--- src/rtl/if_fetch_queue.sv ---
// Fetch stage: owns the PC, keeps one ICache fetch outstanding, predicts JAL/B-type
// targets with a 2-bit BHT and buffers fetched instructions in a FWFT queue for decode.
module if_fetch_queue #(
    parameter int                  PC_WIDTH     = 32,
    parameter int                  QUEUE_DEPTH  = 8,
    parameter int                  BHT_IDX_BITS = 6,
    parameter logic [PC_WIDTH-1:0] RESET_PC     = '0
) (
    input  logic                               clk,
    input  logic                               rst_n,
    input  logic                               rdy,
    input  logic                               jp_wrong,
    input  logic [PC_WIDTH-1:0]                jp_pc,
    input  logic                               bht_upd_valid,
    input  logic [PC_WIDTH-1:0]                bht_upd_pc,
    input  logic                               bht_upd_taken,
    output logic                               ic_req_valid,
    output logic [PC_WIDTH-1:0]                ic_req_pc,
    input  logic                               ic_req_ready,
    input  logic                               ic_rsp_valid,
    input  logic [31:0]                        ic_rsp_ins,
    output logic                               id_valid,
    output logic [31:0]                        id_ins,
    output logic [PC_WIDTH-1:0]                id_pc,
    output logic                               id_pred_taken,
    output logic [PC_WIDTH-1:0]                id_pred_pc,
    input  logic                               id_ready,
    output logic [$clog2(QUEUE_DEPTH):0]       q_count
);

    localparam int PTR_W    = $clog2(QUEUE_DEPTH);
    localparam int CNT_W    = PTR_W + 1;
    localparam int BHT_SIZE = 2 ** BHT_IDX_BITS;

    localparam logic [6:0] OP_JAL    = 7'b1101111;
    localparam logic [6:0] OP_BRANCH = 7'b1100011;

    typedef enum logic [1:0] {S_REQ, S_WAIT, S_DISCARD} state_t;

    state_t                  state, state_nxt;
    logic [PC_WIDTH-1:0]     pc;
    logic [1:0]              bht [BHT_SIZE];
    logic [PTR_W-1:0]        rd_ptr, wr_ptr;
    logic [CNT_W-1:0]        count;

    logic [31:0]             ins_q  [QUEUE_DEPTH];
    logic [PC_WIDTH-1:0]     pc_q   [QUEUE_DEPTH];
    logic                    ptk_q  [QUEUE_DEPTH];
    logic [PC_WIDTH-1:0]     ppc_q  [QUEUE_DEPTH];

    logic                    push, pop, req_fire;
    logic                    pred_taken;
    logic [PC_WIDTH-1:0]     pred_pc;
    logic [BHT_IDX_BITS-1:0] lk_idx, upd_idx;
    logic                    unused_bits;

    function automatic logic signed [PC_WIDTH-1:0] imm_j(input logic [31:0] ins);
        logic signed [20:0] imm;
        imm = {ins[31], ins[19:12], ins[20], ins[30:21], 1'b0};
        return PC_WIDTH'(imm);
    endfunction

    function automatic logic signed [PC_WIDTH-1:0] imm_b(input logic [31:0] ins);
        logic signed [12:0] imm;
        imm = {ins[31], ins[7], ins[30:25], ins[11:8], 1'b0};
        return PC_WIDTH'(imm);
    endfunction

    function automatic logic [1:0] bht_next(input logic [1:0] ctr, input logic taken);
        if (taken) return (ctr == 2'b11) ? ctr : ctr + 2'b01;
        else       return (ctr == 2'b00) ? ctr : ctr - 2'b01;
    endfunction

    assign lk_idx      = pc[BHT_IDX_BITS+1:2];
    assign upd_idx     = bht_upd_pc[BHT_IDX_BITS+1:2];
    assign unused_bits = ^{bht_upd_pc[PC_WIDTH-1:BHT_IDX_BITS+2], bht_upd_pc[1:0]};

    // Prediction is formed on the returning instruction against the PC still held in WAIT
    always_comb begin
        pred_taken = 1'b0;
        pred_pc    = pc + PC_WIDTH'(4);
        case (ic_rsp_ins[6:0])
            OP_JAL: begin
                pred_taken = 1'b1;
                pred_pc    = pc + imm_j(ic_rsp_ins);
            end
            OP_BRANCH: begin
                if (bht[lk_idx][1]) begin
                    pred_taken = 1'b1;
                    pred_pc    = pc + imm_b(ic_rsp_ins);
                end
            end
            default: ;
        endcase
    end

    assign ic_req_valid = rdy & ~jp_wrong & (state == S_REQ) & (count < CNT_W'(QUEUE_DEPTH));
    assign ic_req_pc    = pc;
    assign req_fire     = ic_req_valid & ic_req_ready;
    assign push         = rdy & ~jp_wrong & (state == S_WAIT) & ic_rsp_valid;
    assign pop          = rdy & ~jp_wrong & id_valid & id_ready;

    assign id_valid      = (count != '0);
    assign id_ins        = id_valid ? ins_q[rd_ptr] : '0;
    assign id_pc         = id_valid ? pc_q[rd_ptr]  : '0;
    assign id_pred_taken = id_valid ? ptk_q[rd_ptr] : 1'b0;
    assign id_pred_pc    = id_valid ? ppc_q[rd_ptr] : '0;
    assign q_count       = count;

    always_comb begin
        state_nxt = state;
        if (rdy) begin
            if (jp_wrong) begin
                // A response landing in the flush cycle settles the outstanding fetch
                case (state)
                    S_REQ:   state_nxt = S_REQ;
                    default: state_nxt = ic_rsp_valid ? S_REQ : S_DISCARD;
                endcase
            end else begin
                case (state)
                    S_REQ:     if (req_fire)     state_nxt = S_WAIT;
                    S_WAIT:    if (ic_rsp_valid) state_nxt = S_REQ;
                    S_DISCARD: if (ic_rsp_valid) state_nxt = S_REQ;
                    default:                     state_nxt = S_REQ;
                endcase
            end
        end
    end

    always_ff @(posedge clk or negedge rst_n) begin
        if (!rst_n) begin
            state  <= S_REQ;
            pc     <= RESET_PC;
            rd_ptr <= '0;
            wr_ptr <= '0;
            count  <= '0;
            for (int i = 0; i < BHT_SIZE; i++) bht[i] <= 2'b01;
        end else if (rdy) begin
            state <= state_nxt;
            if (bht_upd_valid) bht[upd_idx] <= bht_next(bht[upd_idx], bht_upd_taken);
            if (jp_wrong) begin
                pc     <= jp_pc;
                rd_ptr <= '0;
                wr_ptr <= '0;
                count  <= '0;
            end else begin
                if (push) begin
                    pc     <= pred_pc;
                    wr_ptr <= wr_ptr + PTR_W'(1);
                end
                if (pop) rd_ptr <= rd_ptr + PTR_W'(1);
                case ({push, pop})
                    2'b10:   count <= count + CNT_W'(1);
                    2'b01:   count <= count - CNT_W'(1);
                    default: ;
                endcase
            end
        end
    end

    always_ff @(posedge clk) begin
        if (push) begin
            ins_q[wr_ptr] <= ic_rsp_ins;
            pc_q[wr_ptr]  <= pc;
            ptk_q[wr_ptr] <= pred_taken;
            ppc_q[wr_ptr] <= pred_pc;
        end
    end

endmodule

--- config.mk ---
export PLATFORM = sky130hd
export DESIGN_NAME = if_fetch_queue
export DESIGN_NICKNAME = d
export VERILOG_FILES = /design/src/rtl/if_fetch_queue.sv
export SDC_FILE = /design/constraint.sdc
export NUM_CORES = 1
export LEC_CHECK = 0
export CORE_ASPECT_RATIO = 0.75
export CORE_MARGIN = 4
export CORE_UTILIZATION = 40
export CTS_CLUSTER_SIZE = 8
export DETAILED_ROUTE_END_ITERATION = 16
export PLACE_DENSITY = 0.62
export SYNTH_ARGS = -nofsm -noshare
export SYNTH_HDL_FRONTEND = slang
export SYNTH_SLANG_ARGS = --single-unit
--- constraint.sdc ---
create_clock -name clk -period 10.01 [get_ports clk]
set_input_delay 1.5015 -clock clk [delete_from_list [all_inputs] [get_ports clk]]
set_output_delay 1.5015 -clock clk [all_outputs]
set_load 0.02 [all_outputs]
# [Word-level counts from Yosys, hierarchy flattened]
# Memories as Yosys holds them, arrays and structs flattened.
# Cells that the tools add are included.
[op_classes] n_addsub=9 magnitude_cmp=4 eq_ne=9 n_mux=38 bitwise_logic=11 n_reduce_logical=13
[op_table] op="32-bit two-way mux" n=6
[op_table] op="128-bit bitwise mux" n=1
[op_table] op="32-bit adder" n=2
[op_table] op="32-bit case mux with 2 select lines" n=1
[op_table] op="32-bit by 3-bit adder with 32-bit output, second input constant" n=1
[op_table] op="2-bit two-way mux" n=15
[op_table] op="2-bit binary-select mux with 6-bit select" n=2
[op_table] op="7-bit equality test, second input constant" n=2
[op_table] op="7-bit greater-or-equal comparator, second input constant" n=2
[op_table] op="6-bit inverter with 7-bit output" n=2
[op_table] op="2-bit demux with 6-bit select" n=1
[op_table] op="3-bit two-way mux" n=4
[op_table] op="1-bit AND" n=8
[op_table] op="4-bit case mux with 2 select lines" n=1
[op_table] op="2-bit AND reduction" n=4
[op_table] op="7-bit by 1-bit < comparator with 1-bit output, second input constant" n=1
[op_table] op="3-bit by 1-bit adder with 3-bit output, second input constant" n=2
[op_table] op="2-bit equality test, second input constant" n=3
[op_table] op="4-bit by 1-bit adder with 4-bit output, second input constant" n=1
[op_table] op="2-bit by 1-bit equality test with 1-bit output, second input constant" n=2
[op_table] op="2-bit zero test" n=2
[op_table] op="4-bit < comparator, second input constant" n=1
[op_table] op="1-bit two-way mux" n=4
[op_table] op="4-bit two-way mux" n=1
[op_table] op="14 further kinds" n=15
[totals] ff_bits=172 ram_bits=776 out_inout_bits=135 word_cells=157 mem_count=4
[mem_list] memory="ins_q" depth=8 width=32 read_ports=1 rd_ports_with_merged_regs=0 wr=1 line="46" rtl="logic [31:0] ins_q [QUEUE_DEPTH];"
[mem_list] memory="pc_q" depth=8 width=32 read_ports=1 rd_ports_with_merged_regs=0 wr=1 line="47" rtl="logic [PC_WIDTH-1:0] pc_q [QUEUE_DEPTH];"
[mem_list] memory="ppc_q" depth=8 width=32 read_ports=1 rd_ports_with_merged_regs=0 wr=1 line="49" rtl="logic [PC_WIDTH-1:0] ppc_q [QUEUE_DEPTH];"
[mem_list] memory="ptk_q" depth=8 width=1 read_ports=1 rd_ports_with_merged_regs=0 wr=1 line="48" rtl="logic ptk_q [QUEUE_DEPTH];"

# [Longest topological paths before layout]
# Gate-level depths: netlist (run 1).
[depth] word_depth=10 mapped_depth=13

# [Worst setup path before layout (run 1)]
# No wires, ideal clock.
[synth_path] path_type="input-to-reg" from="input jp_wrong" to="memory ins_q[0][0] (enable)" setup_time_ns=0.786 arrival_ns=11.250 required_time_ns=9.224 path_slack_ns=-2.026 stages=5 n_path_buf=2 cell_sequence="clkbuf_1 > nor2b_1 > nand3_1 > clkbuf_1 > nor4_1"
[synth_between] elab_chain_len=6
[synth_lines] element="start, declared" line="12" rtl="input logic jp_wrong,"
[synth_lines] element="1-bit inverter" line="100" rtl="assign push = rdy & ~jp_wrong & (state == S_WAIT) & ic_rsp_valid;"
[synth_lines] element="1-bit AND (3 in a row)" line="100"
[synth_lines] element="1-bit two-way mux" line="162" rtl="if (push) begin"
[synth_lines] element="1-bit two-way mux (implied by the code)" line="163" rtl="ins_q[wr_ptr] <= ic_rsp_ins;"
[synth_lines] element="end, declared" line="46"
# Every way passes these cells.

# [Final worst setup path (run 1)]
[layout_path] from="register rd_ptr[0]" to="output id_pc[16]"
[layout_between] elab_chain_len=2
[layout_lines] element="start, declared" line="43" rtl="logic [PTR_W-1:0] rd_ptr, wr_ptr;"
[layout_lines] element="start signal, assigned" line="151" rtl="if (pop) rd_ptr <= rd_ptr + PTR_W'(1);"
[layout_lines] element="memory read 8 x 32 bit"
[layout_lines] element="32-bit two-way mux" line="105" rtl="assign id_pc = id_valid ? pc_q[rd_ptr] : '0;"
[layout_lines] element="end, declared" line="24" rtl="output logic [PC_WIDTH-1:0] id_pc,"
# Every way passes these cells.

==> impl_metrics.prom, run 1 <==
# TYPE chip_impl_metric gauge
chip_impl_info{name="worstHoldEndpoint",value="ic_req_pc[4]"} 1
chip_impl_info{name="timing.critical_path.cells",value="buf_4 -> buf_4 -> mux4_2 -> nand2_1 -> a21oi_1 -> clkdlybuf4s50_1"} 1
chip_impl_metric{name="finalWeightedCongestion",unit=""} 0.887
chip_impl_info{name="rsz0062_at_grt",value="no"} 1
chip_impl_metric{name="die_w",unit="um"} 382
chip_impl_metric{name="static-leakage-power",unit="nW"} 16.7
chip_impl_info{name="clock_tree.root_cell",value="sky130_fd_sc_hd__clkbuf_16"} 1
chip_impl_metric{name="nFillCells",unit=""} 8757
chip_impl_metric{name="final.setup.tns",unit="ns"} 0
chip_impl_metric{name="reg2reg_setup_slack",unit="ns"} 5.45
chip_impl_metric{name="place.detailed.instances",unit=""} 4224
chip_impl_metric{name="yosysSeqAreaShare",unit=""} 0.653
chip_impl_info{name="cts_tree",value="built"} 1
chip_impl_metric{name="syn-num-nets",unit=""} 2872
chip_impl_metric{name="fp.dieArea",unit="sq um"} 110000
chip_impl_metric{name="grt_antenna_before_repair",unit=""} 6
chip_impl_metric{name="vias_in_the_first_global_route",unit=""} 26000
chip_impl_metric{name="clk_pin_slew_worst_paths",unit="ns"} 0.05
chip_impl_metric{name="ys_types",unit=""} 81
chip_impl_metric{name="ff_latch_area",unit="sq um"} 27500
chip_impl_metric{name="core_area",unit="sq um"} 104000
chip_impl_metric{name="finish.net_count",unit=""} 3115
chip_impl_metric{name="grt_remaining_overflow",unit=""} 0
chip_impl_metric{name="worst_path_largest_cell_delay",unit="ns"} 1.07
chip_impl_metric{name="drt_first_iter_violations",unit=""} 2982
chip_impl_metric{name="number_of_flops_mapped_to_enable_cells_by_yosys",unit=""} 768
chip_impl_metric{name="largest_net_degree_at_the_start_of_global_routing",unit=""} 107
chip_impl_metric{name="dpl.hpwl",unit="um"} 72500
chip_impl_metric{name="setup_viol_count_final",unit=""} 0
chip_impl_metric{name="muxShareOfSynthArea",unit=""} 0.160
chip_impl_metric{name="worst_skew_pair.late_latency",unit="ns"} 0.74
chip_impl_metric{name="route.antenna.remaining_nets",unit=""} 0
chip_impl_metric{name="grt_pass1_wl",unit="um"} 174000
chip_impl_info{name="synthFlopType",value="sky130_fd_sc_hd__edfxtp_1"} 1
chip_impl_metric{name="port_buffers",unit=""} 213
chip_impl_metric{name="synth-compound-area-share",unit=""} 0.0687
chip_impl_metric{name="drt-total-wl",unit="um"} 118000
chip_impl_metric{name="maximum_vdd_drop",unit="mV"} 0.268
chip_impl_metric{name="num_rows",unit=""} 102
chip_impl_metric{name="worstHoldPathCells",unit=""} 2
chip_impl_metric{name="final-instance-count-excl-fill",unit=""} 4429
chip_impl_metric{name="post_cts.resized_instances",unit=""} 0
chip_impl_metric{name="yosys.area_share.adder",unit=""} 0.0170
chip_impl_info{name="min_path_type",value="flip-flop to flip-flop"} 1
chip_impl_metric{name="cts_buffers",unit=""} 135
chip_impl_metric{name="worst_clock_skew",unit="ns"} 0.0269
chip_impl_metric{name="worst_hold_slack",unit="ns"} 0.490
chip_impl_metric{name="drive_above_1_share",unit=""} 0.221
chip_impl_info{name="worst_setup_path_startpoint",value="rd_ptr[0]"} 1
chip_impl_metric{name="cap_viol_max_count",unit=""} 0
chip_impl_metric{name="worst-r2r-cell-count",unit=""} 12
chip_impl_metric{name="initial_utilization",unit=""} 0.405
chip_impl_metric{name="timing.final.max_slew_violations",unit=""} 0
chip_impl_metric{name="syn_area",unit="sq um"} 42000
chip_impl_info{name="cpLargestDelayFamily",value="buffers and inverters"} 1
chip_impl_metric{name="drt_drc_violations_left",unit=""} 0
chip_impl_metric{name="drt-vias-per-instance",unit=""} 5.90
chip_impl_metric{name="hold_buffers",unit=""} 0
chip_impl_metric{name="post-route-period-util",unit=""} 0.597
chip_impl_info{name="critical_path.reg2reg.startpoint",value="ic_req_pc[2]"} 1
chip_impl_info{name="critical_path.startpoint_type",value="flip-flop"} 1
chip_impl_metric{name="floorplan.die.height",unit="um"} 289
chip_impl_info{name="worstSetupPathType",value="flip-flop to primary output"} 1
chip_impl_metric{name="synth_area_in_simple_gates",unit=""} 0.0654
chip_impl_metric{name="synth_cells",unit=""} 2714
chip_impl_metric{name="critical_path.n_buffers_inverters",unit=""} 3
chip_impl_metric{name="timing.fmax",unit="MHz"} 167
chip_impl_info{name="critical_path_s_most_frequent_cell",value="sky130_fd_sc_hd__buf_4"} 1
chip_impl_metric{name="pwr_density_cell",unit="nW/um^2"} 236
chip_impl_metric{name="wl_per_cell",unit="um"} 26.7
chip_impl_metric{name="max_slew_margin",unit=""} 0.0749
chip_impl_metric{name="clkSinkCount",unit=""} 940
chip_impl_metric{name="track_usage",unit=""} 0.213
chip_impl_metric{name="multi_input_area",unit="sq um"} 13700
chip_impl_metric{name="ys_async_sr_fraction",unit=""} 0.183
chip_impl_info{name="slowest_cell_on_crit_path",value="sky130_fd_sc_hd__dfrtp_4"} 1
chip_impl_metric{name="timing.final.crit_period",unit="ns"} 5.97
chip_impl_metric{name="ys_ff_latch",unit=""} 940
chip_impl_metric{name="dr_total_vias",unit=""} 26100
chip_impl_info{name="synth_top_family_by_area",value="multiplexers"} 1
chip_impl_metric{name="post-cts-setup-buffer-count",unit=""} 0
chip_impl_metric{name="areaGrowthSynthToFinish",unit="%"} 17.8
chip_impl_metric{name="cp_data_arrival_time",unit="ns"} 4.47
chip_impl_metric{name="worst_pin_slew",unit="ns"} 1.37
chip_impl_metric{name="timing.critical_path.fanout_max",unit=""} 51
chip_impl_metric{name="cts_max_path_buffers",unit=""} 3
chip_impl_info{name="worst_hold_startpoint",value="ic_req_pc[4]"} 1
chip_impl_info{name="worst_setup_path_end_kind",value="primary output"} 1
chip_impl_info{name="outcome",value="complete, no violations"} 1
chip_impl_metric{name="worstPathRequired",unit="ns"} 8.51
chip_impl_metric{name="first_pass_iters",unit=""} 7
chip_impl_metric{name="clock_tree.htree_level_count",unit=""} 4
chip_impl_metric{name="ys_warn_count",unit=""} 0
chip_impl_metric{name="postSynthAreaPerCell",unit="sq um"} 15.5
chip_impl_metric{name="timing.final.hold_violations",unit=""} 0
chip_impl_metric{name="io-pin-count",unit=""} 240
chip_impl_metric{name="synth_xor_area_frac",unit=""} 0.0129
chip_impl_info{name="reg2reg_to",value="ppc_q[2][23]"} 1
## power by group
group / leakage, nW / total [mW] / internal, mW / switching [mW]
registers: 8.94 / 4.64 / 4.43 / 0.217
clock network: 1.85 / 4.16 / 2.51 / 1.65
logic: 5.94 / 2.86 / 1.27 / 1.59
total: 16.7 / 11.7 / 8.21 / 3.45
## sequential cells by signal (all words and copies together), names as in the netlist
signal     flops
bht          128
ic_req_pc     32
ins_q        256
pc_q         256
ppc_q        248
ptk_q          8
q_count        4
rd_ptr         3
state          2
wr_ptr         3
## tightest hold or removal path: stages, from the launching register on
cell and delay [ns]:
sky130_fd_sc_hd__dfrtp_1 0.34, sky130_fd_sc_hd__nand2_1 0.04, sky130_fd_sc_hd__o21ai_0 0.06
## per-layer routing
| metal | track usage | part of all wire | vias to the layer above |
|---|---|---|---|
| met5 | 0 | 0.00042 | - |
| met4 | 0.0538 | 0.017 | 8 |
| met3 | 0.0510 | 0.096 | 168 |
| met2 | 0.309 | 0.44 | 1259 |
| met1 | 0.322 | 0.45 | 13600 |
| li1 | - | - | 11100 |
## stage by stage
step	cell area [sq um]	utilization	setup WS, ns	total power [mW]
after global placement	45600	0.440	4.27	7.54
after global routing	49500	0.477	3.62	12.2
after floorplan	42000	-	0.441	6.58
after detailed placement	45600	0.440	4.15	7.58
final	49500	0.477	4.04	11.7
after CTS	49500	0.477	3.80	11.8
## cell usage in the layout (no fill, tap or decap), types with 54 or more instances in the layout
cell type and instances:
sky130_fd_sc_hd__edfxtp_1 768, sky130_fd_sc_hd__clkbuf_16 137, sky130_fd_sc_hd__mux4_2 213, sky130_fd_sc_hd__a21oi_1 164, sky130_fd_sc_hd__clkdlybuf4s50_1 211, sky130_fd_sc_hd__nand2_1 306
sky130_fd_sc_hd__o21ai_0 55, sky130_fd_sc_hd__dfrtp_1 105, sky130_fd_sc_hd__buf_4 54, sky130_fd_sc_hd__mux2_2 148, sky130_fd_sc_hd__dfstp_2 64, sky130_fd_sc_hd__nor2_1 142
## logic make-up after synthesis
family | count (synthesis)
and+or+nand+nor | 623
xor gates and xnor gates | 62
muxes | 385
buffers and inverters | 204
DFF | 940
adders and majority gates | 55
AOI/OAI and AO/OA | 445
## final cells by class
cell class | count | share of cell area
Clock inverter | 13 | 0.00432
Sequential cell | 940 | 0.555
Inverter | 41 | 0.00316
Timing Repair Buffer | 269 | 0.0520
Antenna cell | 1 | 0.0000506
Tap cell | 1404 | 0.0355
Multi-Input combinational cell | 1570 | 0.276
Clock buffer | 191 | 0.0736
## worst max-delay path by stage
stage	end	slack, ns	cells past startpoint
after floorplan	ins_q[1][0]	0.44	6
after global placement	ppc_q[6][23]	4.27	13
after detailed placement	ppc_q[2][23]	4.15	13
after CTS	id_pc[16]	3.80	6
after global routing	id_ins[6]	3.62	6
final	id_pc[16]	4.04	6
## synthesized netlist by cell type, types with 6 or more instances
master                     count  area, sq um
sky130_fd_sc_hd__or3_1        14         87.6
sky130_fd_sc_hd__buf_1        29          109
sky130_fd_sc_hd__o21bai_1      8         60.1
sky130_fd_sc_hd__a21oi_1     164          821
sky130_fd_sc_hd__o21ai_0      55          275
sky130_fd_sc_hd__xnor2_1      34          298
sky130_fd_sc_hd__nor2_1      145          544
sky130_fd_sc_hd__dfrtp_1     108         2700
sky130_fd_sc_hd__nor4_1        8         50.1
sky130_fd_sc_hd__buf_4         7         52.6
sky130_fd_sc_hd__a31oi_1      28          175
sky130_fd_sc_hd__o22ai_1      18          113
sky130_fd_sc_hd__nor2b_1      10         62.6
sky130_fd_sc_hd__a221o_1       8         80.1
sky130_fd_sc_hd__mux4_2      213         4800
sky130_fd_sc_hd__ha_1         50          626
sky130_fd_sc_hd__buf_2        14         70.1
sky130_fd_sc_hd__mux2i_1      22          220
sky130_fd_sc_hd__nand2_1     306         1150
sky130_fd_sc_hd__a22oi_1      12         90.1
sky130_fd_sc_hd__a21o_1       25          188
sky130_fd_sc_hd__dfstp_2      64         1680
sky130_fd_sc_hd__clkbuf_1     93          349
sky130_fd_sc_hd__inv_1        39          146
sky130_fd_sc_hd__nand3_1      38          190
sky130_fd_sc_hd__o221ai_1     11         96.3
sky130_fd_sc_hd__a211oi_1     10         75.1
sky130_fd_sc_hd__and3_1       22          138
sky130_fd_sc_hd__nor3b_1       6         45.0
sky130_fd_sc_hd__nand2b_1     15         93.8
sky130_fd_sc_hd__nand4_1      10         62.6
sky130_fd_sc_hd__and4_1        6         52.6
sky130_fd_sc_hd__o21a_1       17          128
sky130_fd_sc_hd__edfxtp_1    768        23100
sky130_fd_sc_hd__a22o_1        6         52.6
sky130_fd_sc_hd__o211ai_1      8         60.1
sky130_fd_sc_hd__mux2_2      148         1670
sky130_fd_sc_hd__buf_6        20          225
sky130_fd_sc_hd__xor2_1       28          245
sky130_fd_sc_hd__nor3_1       22          110
sky130_fd_sc_hd__a221oi_1     16          140
No activity file was read; power rests on OpenSTA's default activity.
==> run 2: changes to the inputs <==
--- a/config.mk
+++ b/config.mk
@@ -10,7 +10,7 @@
 export CORE_UTILIZATION = 40
 export CTS_CLUSTER_SIZE = 8
 export DETAILED_ROUTE_END_ITERATION = 16
-export PLACE_DENSITY = 0.62
+export PLACE_DENSITY = 0.6
 export SYNTH_ARGS = -nofsm -noshare
 export SYNTH_HDL_FRONTEND = slang
 export SYNTH_SLANG_ARGS = --single-unit
==> constraint.sdc (replaced) <==
create_clock -name clk -period 5.86 [get_ports clk]
set_input_delay 0.879 -clock clk [delete_from_list [all_inputs] [get_ports clk]]
set_output_delay 0.879 -clock clk [all_outputs]
set_load 0.02 [all_outputs]
==> impl_metrics.prom, run 2 (synthesis gave the netlist of run 1 again) <==
# TYPE chip_impl_metric gauge
chip_impl_info{name="outcome",value="complete, no violations"} 1
chip_impl_metric{name="post-cts-setup-buffer-count",unit=""} 0
chip_impl_metric{name="cts_buffers",unit=""} 135
chip_impl_metric{name="clk_pin_slew_worst_paths",unit="ns"} 0.05
chip_impl_metric{name="initial_utilization",unit=""} 0.405
chip_impl_metric{name="cap_viol_max_count",unit=""} 0
chip_impl_info{name="worst_setup_path_end_kind",value="flip-flop"} 1
chip_impl_metric{name="setup_viol_count_final",unit=""} 0
chip_impl_metric{name="largest_net_degree_at_the_start_of_global_routing",unit=""} 98
chip_impl_metric{name="drive_above_1_share",unit=""} 0.225
chip_impl_info{name="leading_cell_types_in_the_layout_fill_and_taps_excluded",value="sky130_fd_sc_hd__edfxtp_1, sky130_fd_sc_hd__nand2_1, sky130_fd_sc_hd__mux4_2"} 1
chip_impl_metric{name="max_slew_margin",unit=""} 0.171
chip_impl_metric{name="clkSinkCount",unit=""} 940
chip_impl_info{name="rsz0062_at_grt",value="no"} 1
chip_impl_info{name="worstSetupPathType",value="primary input to flip-flop"} 1
chip_impl_metric{name="timing.final.hold_violations",unit=""} 0
chip_impl_metric{name="grt_antenna_before_repair",unit=""} 7
chip_impl_info{name="reg.largest.list",value="ins_q x256, pc_q x256, ppc_q x248"} 1
chip_impl_metric{name="vias_in_the_first_global_route",unit=""} 26100
chip_impl_metric{name="finish.net_count",unit=""} 3134
chip_impl_metric{name="drt_first_iter_violations",unit=""} 2700
chip_impl_metric{name="hold_buffers",unit=""} 0
chip_impl_metric{name="maximum_vdd_drop",unit="mV"} 0.280
chip_impl_metric{name="post_cts.resized_instances",unit=""} 0
chip_impl_info{name="min_path_type",value="primary input to asynchronous set/reset pin"} 1
chip_impl_metric{name="drt-vias-per-instance",unit=""} 5.82
chip_impl_metric{name="post-route-period-util",unit=""} 0.778
chip_impl_metric{name="grt_remaining_overflow",unit=""} 0
chip_impl_info{name="clock_tree.root_cell",value="sky130_fd_sc_hd__clkbuf_16"} 1
chip_impl_info{name="critical_path.startpoint_type",value="primary input"} 1
chip_impl_metric{name="timing.final.crit_period",unit="ns"} 4.56
chip_impl_metric{name="multi_input_area",unit="sq um"} 13700
chip_impl_metric{name="grt_pass1_wl",unit="um"} 175000
chip_impl_metric{name="cts_max_path_buffers",unit=""} 3
chip_impl_metric{name="wl_per_cell",unit="um"} 26.7
chip_impl_metric{name="dpl.hpwl",unit="um"} 73700
chip_impl_metric{name="clock_tree.htree_level_count",unit=""} 4
chip_impl_metric{name="worst_hold_slack",unit="ns"} 0.215
chip_impl_info{name="cts_tree",value="built"} 1
chip_impl_metric{name="ff_latch_area",unit="sq um"} 27500
chip_impl_metric{name="drt_drc_violations_left",unit=""} 0
chip_impl_metric{name="port_buffers",unit=""} 213
chip_impl_metric{name="io-pin-count",unit=""} 240
chip_impl_metric{name="dr_total_vias",unit=""} 25900
chip_impl_metric{name="first_pass_iters",unit=""} 5
chip_impl_metric{name="worst_skew_pair.late_latency",unit="ns"} 0.72
chip_impl_metric{name="static-leakage-power",unit="nW"} 16.9
chip_impl_metric{name="fp.dieArea",unit="sq um"} 110000
chip_impl_metric{name="drt-total-wl",unit="um"} 119000
chip_impl_info{name="layout.cells.most_common",value="sky130_fd_sc_hd__edfxtp_1"} 1
chip_impl_metric{name="die_w",unit="um"} 382
chip_impl_metric{name="finalWeightedCongestion",unit=""} 0.908
chip_impl_metric{name="worst_pin_slew",unit="ns"} 1.24
chip_impl_metric{name="num_rows",unit=""} 102
chip_impl_metric{name="timing.final.max_slew_violations",unit=""} 0
chip_impl_metric{name="nFillCells",unit=""} 8711
chip_impl_metric{name="core_area",unit="sq um"} 104000
chip_impl_metric{name="cp_data_arrival_time",unit="ns"} 4.84
chip_impl_metric{name="final-instance-count-excl-fill",unit=""} 4444
chip_impl_metric{name="worstPathRequired",unit="ns"} 6.14
chip_impl_metric{name="pwr_density_cell",unit="nW/um^2"} 403
chip_impl_metric{name="floorplan.die.height",unit="um"} 289
chip_impl_metric{name="areaGrowthSynthToFinish",unit="%"} 18.5
chip_impl_metric{name="timing.fmax",unit="MHz"} 219
chip_impl_metric{name="timing.critical_path.fanout_max",unit=""} 9
chip_impl_metric{name="worst_clock_skew",unit="ns"} 0.0332
chip_impl_metric{name="place.detailed.instances",unit=""} 4243
chip_impl_metric{name="track_usage",unit=""} 0.214
chip_impl_metric{name="route.antenna.remaining_nets",unit=""} 0
==> run 2: changes by cell type in the layout (fill, tap and decap cells not counted), sizes merged <==
cell    before  now
buf         58   77
clkbuf     191  187
clkinv      11    9
diode        1    2
inv         43   44
==> run 2: metal layers <==
metal	vias up	global-route usage	part of all wire
met5	-	0	0.000067
met4	2	0.0550	0.020
met3	159	0.0513	0.088
met2	1063	0.316	0.44
met1	13500	0.320	0.45
li1	11100	-	-
==> run 2: where the power goes <==
| group | switching [mW] | internal [mW] | total (mW) |
|---|---|---|---|
| clock network | 2.82 | 4.32 | 7.14 |
| registers | 0.329 | 7.56 | 7.89 |
| logic | 2.78 | 2.23 | 5.01 |
==> run 2: critical path: stages <==
cell	delay (ns)
sky130_fd_sc_hd__clkdlybuf4s50_1	0.69
sky130_fd_sc_hd__ha_1	0.28
sky130_fd_sc_hd__inv_1	0.07
sky130_fd_sc_hd__fa_1	0.37
sky130_fd_sc_hd__nand2b_1	0.20
sky130_fd_sc_hd__a21oi_1	0.33
sky130_fd_sc_hd__o2111ai_1	0.20
sky130_fd_sc_hd__a211o_1	0.38
sky130_fd_sc_hd__nand2_1	0.24
sky130_fd_sc_hd__a31oi_1	0.16
sky130_fd_sc_hd__o2bb2ai_1	0.16
sky130_fd_sc_hd__mux2i_1	0.36
sky130_fd_sc_hd__o21ai_0	0.49
==> run 2: final cells by class <==
| class | instances | area share |
|---|---|---|
| Clock inverter | 12 | 0.00427 |
| Multi-Input combinational cell | 1570 | 0.275 |
| Inverter | 41 | 0.00314 |
| Tap cell | 1404 | 0.0353 |
| Antenna cell | 2 | 0.000101 |
| Sequential cell | 940 | 0.552 |
| Timing Repair Buffer | 288 | 0.0571 |
| Clock buffer | 187 | 0.0735 |
==> run 2: metrics by stage <==
stage                     utilization  total power, mW  area [sq um]  setup TNS, ns  setup slack [ns]
final                           0.480             20.0         49800              0              1.30
after global routing            0.480             20.9         49800              0             0.950
after CTS                       0.480             20.2         49800              0              1.30
after detailed placement        0.442             13.0         45900              0             0.548
after global placement          0.442             13.0         45900              0             0.698
after floorplan                     -             11.2         42000        -999.30             -2.97
==> run 2: worst paths after layout <==
kind | start | endpoint | slack (ns) | depth (start not counted)
max | ic_rsp_ins[21] | ppc_q[7][23] | 1.30 | 13
min | rst_n | bht[103] | 0.21 | 1
max reg2reg | ic_req_pc[1] | ppc_q[7][23] | 1.47 | 12
min reg2reg | state[1] | state[1] | 0.48 | 2
max in group asynchronous | rst_n | bht[20] | 4.50 | 2
min in group clk | state[1] | state[1] | 0.48 | 2
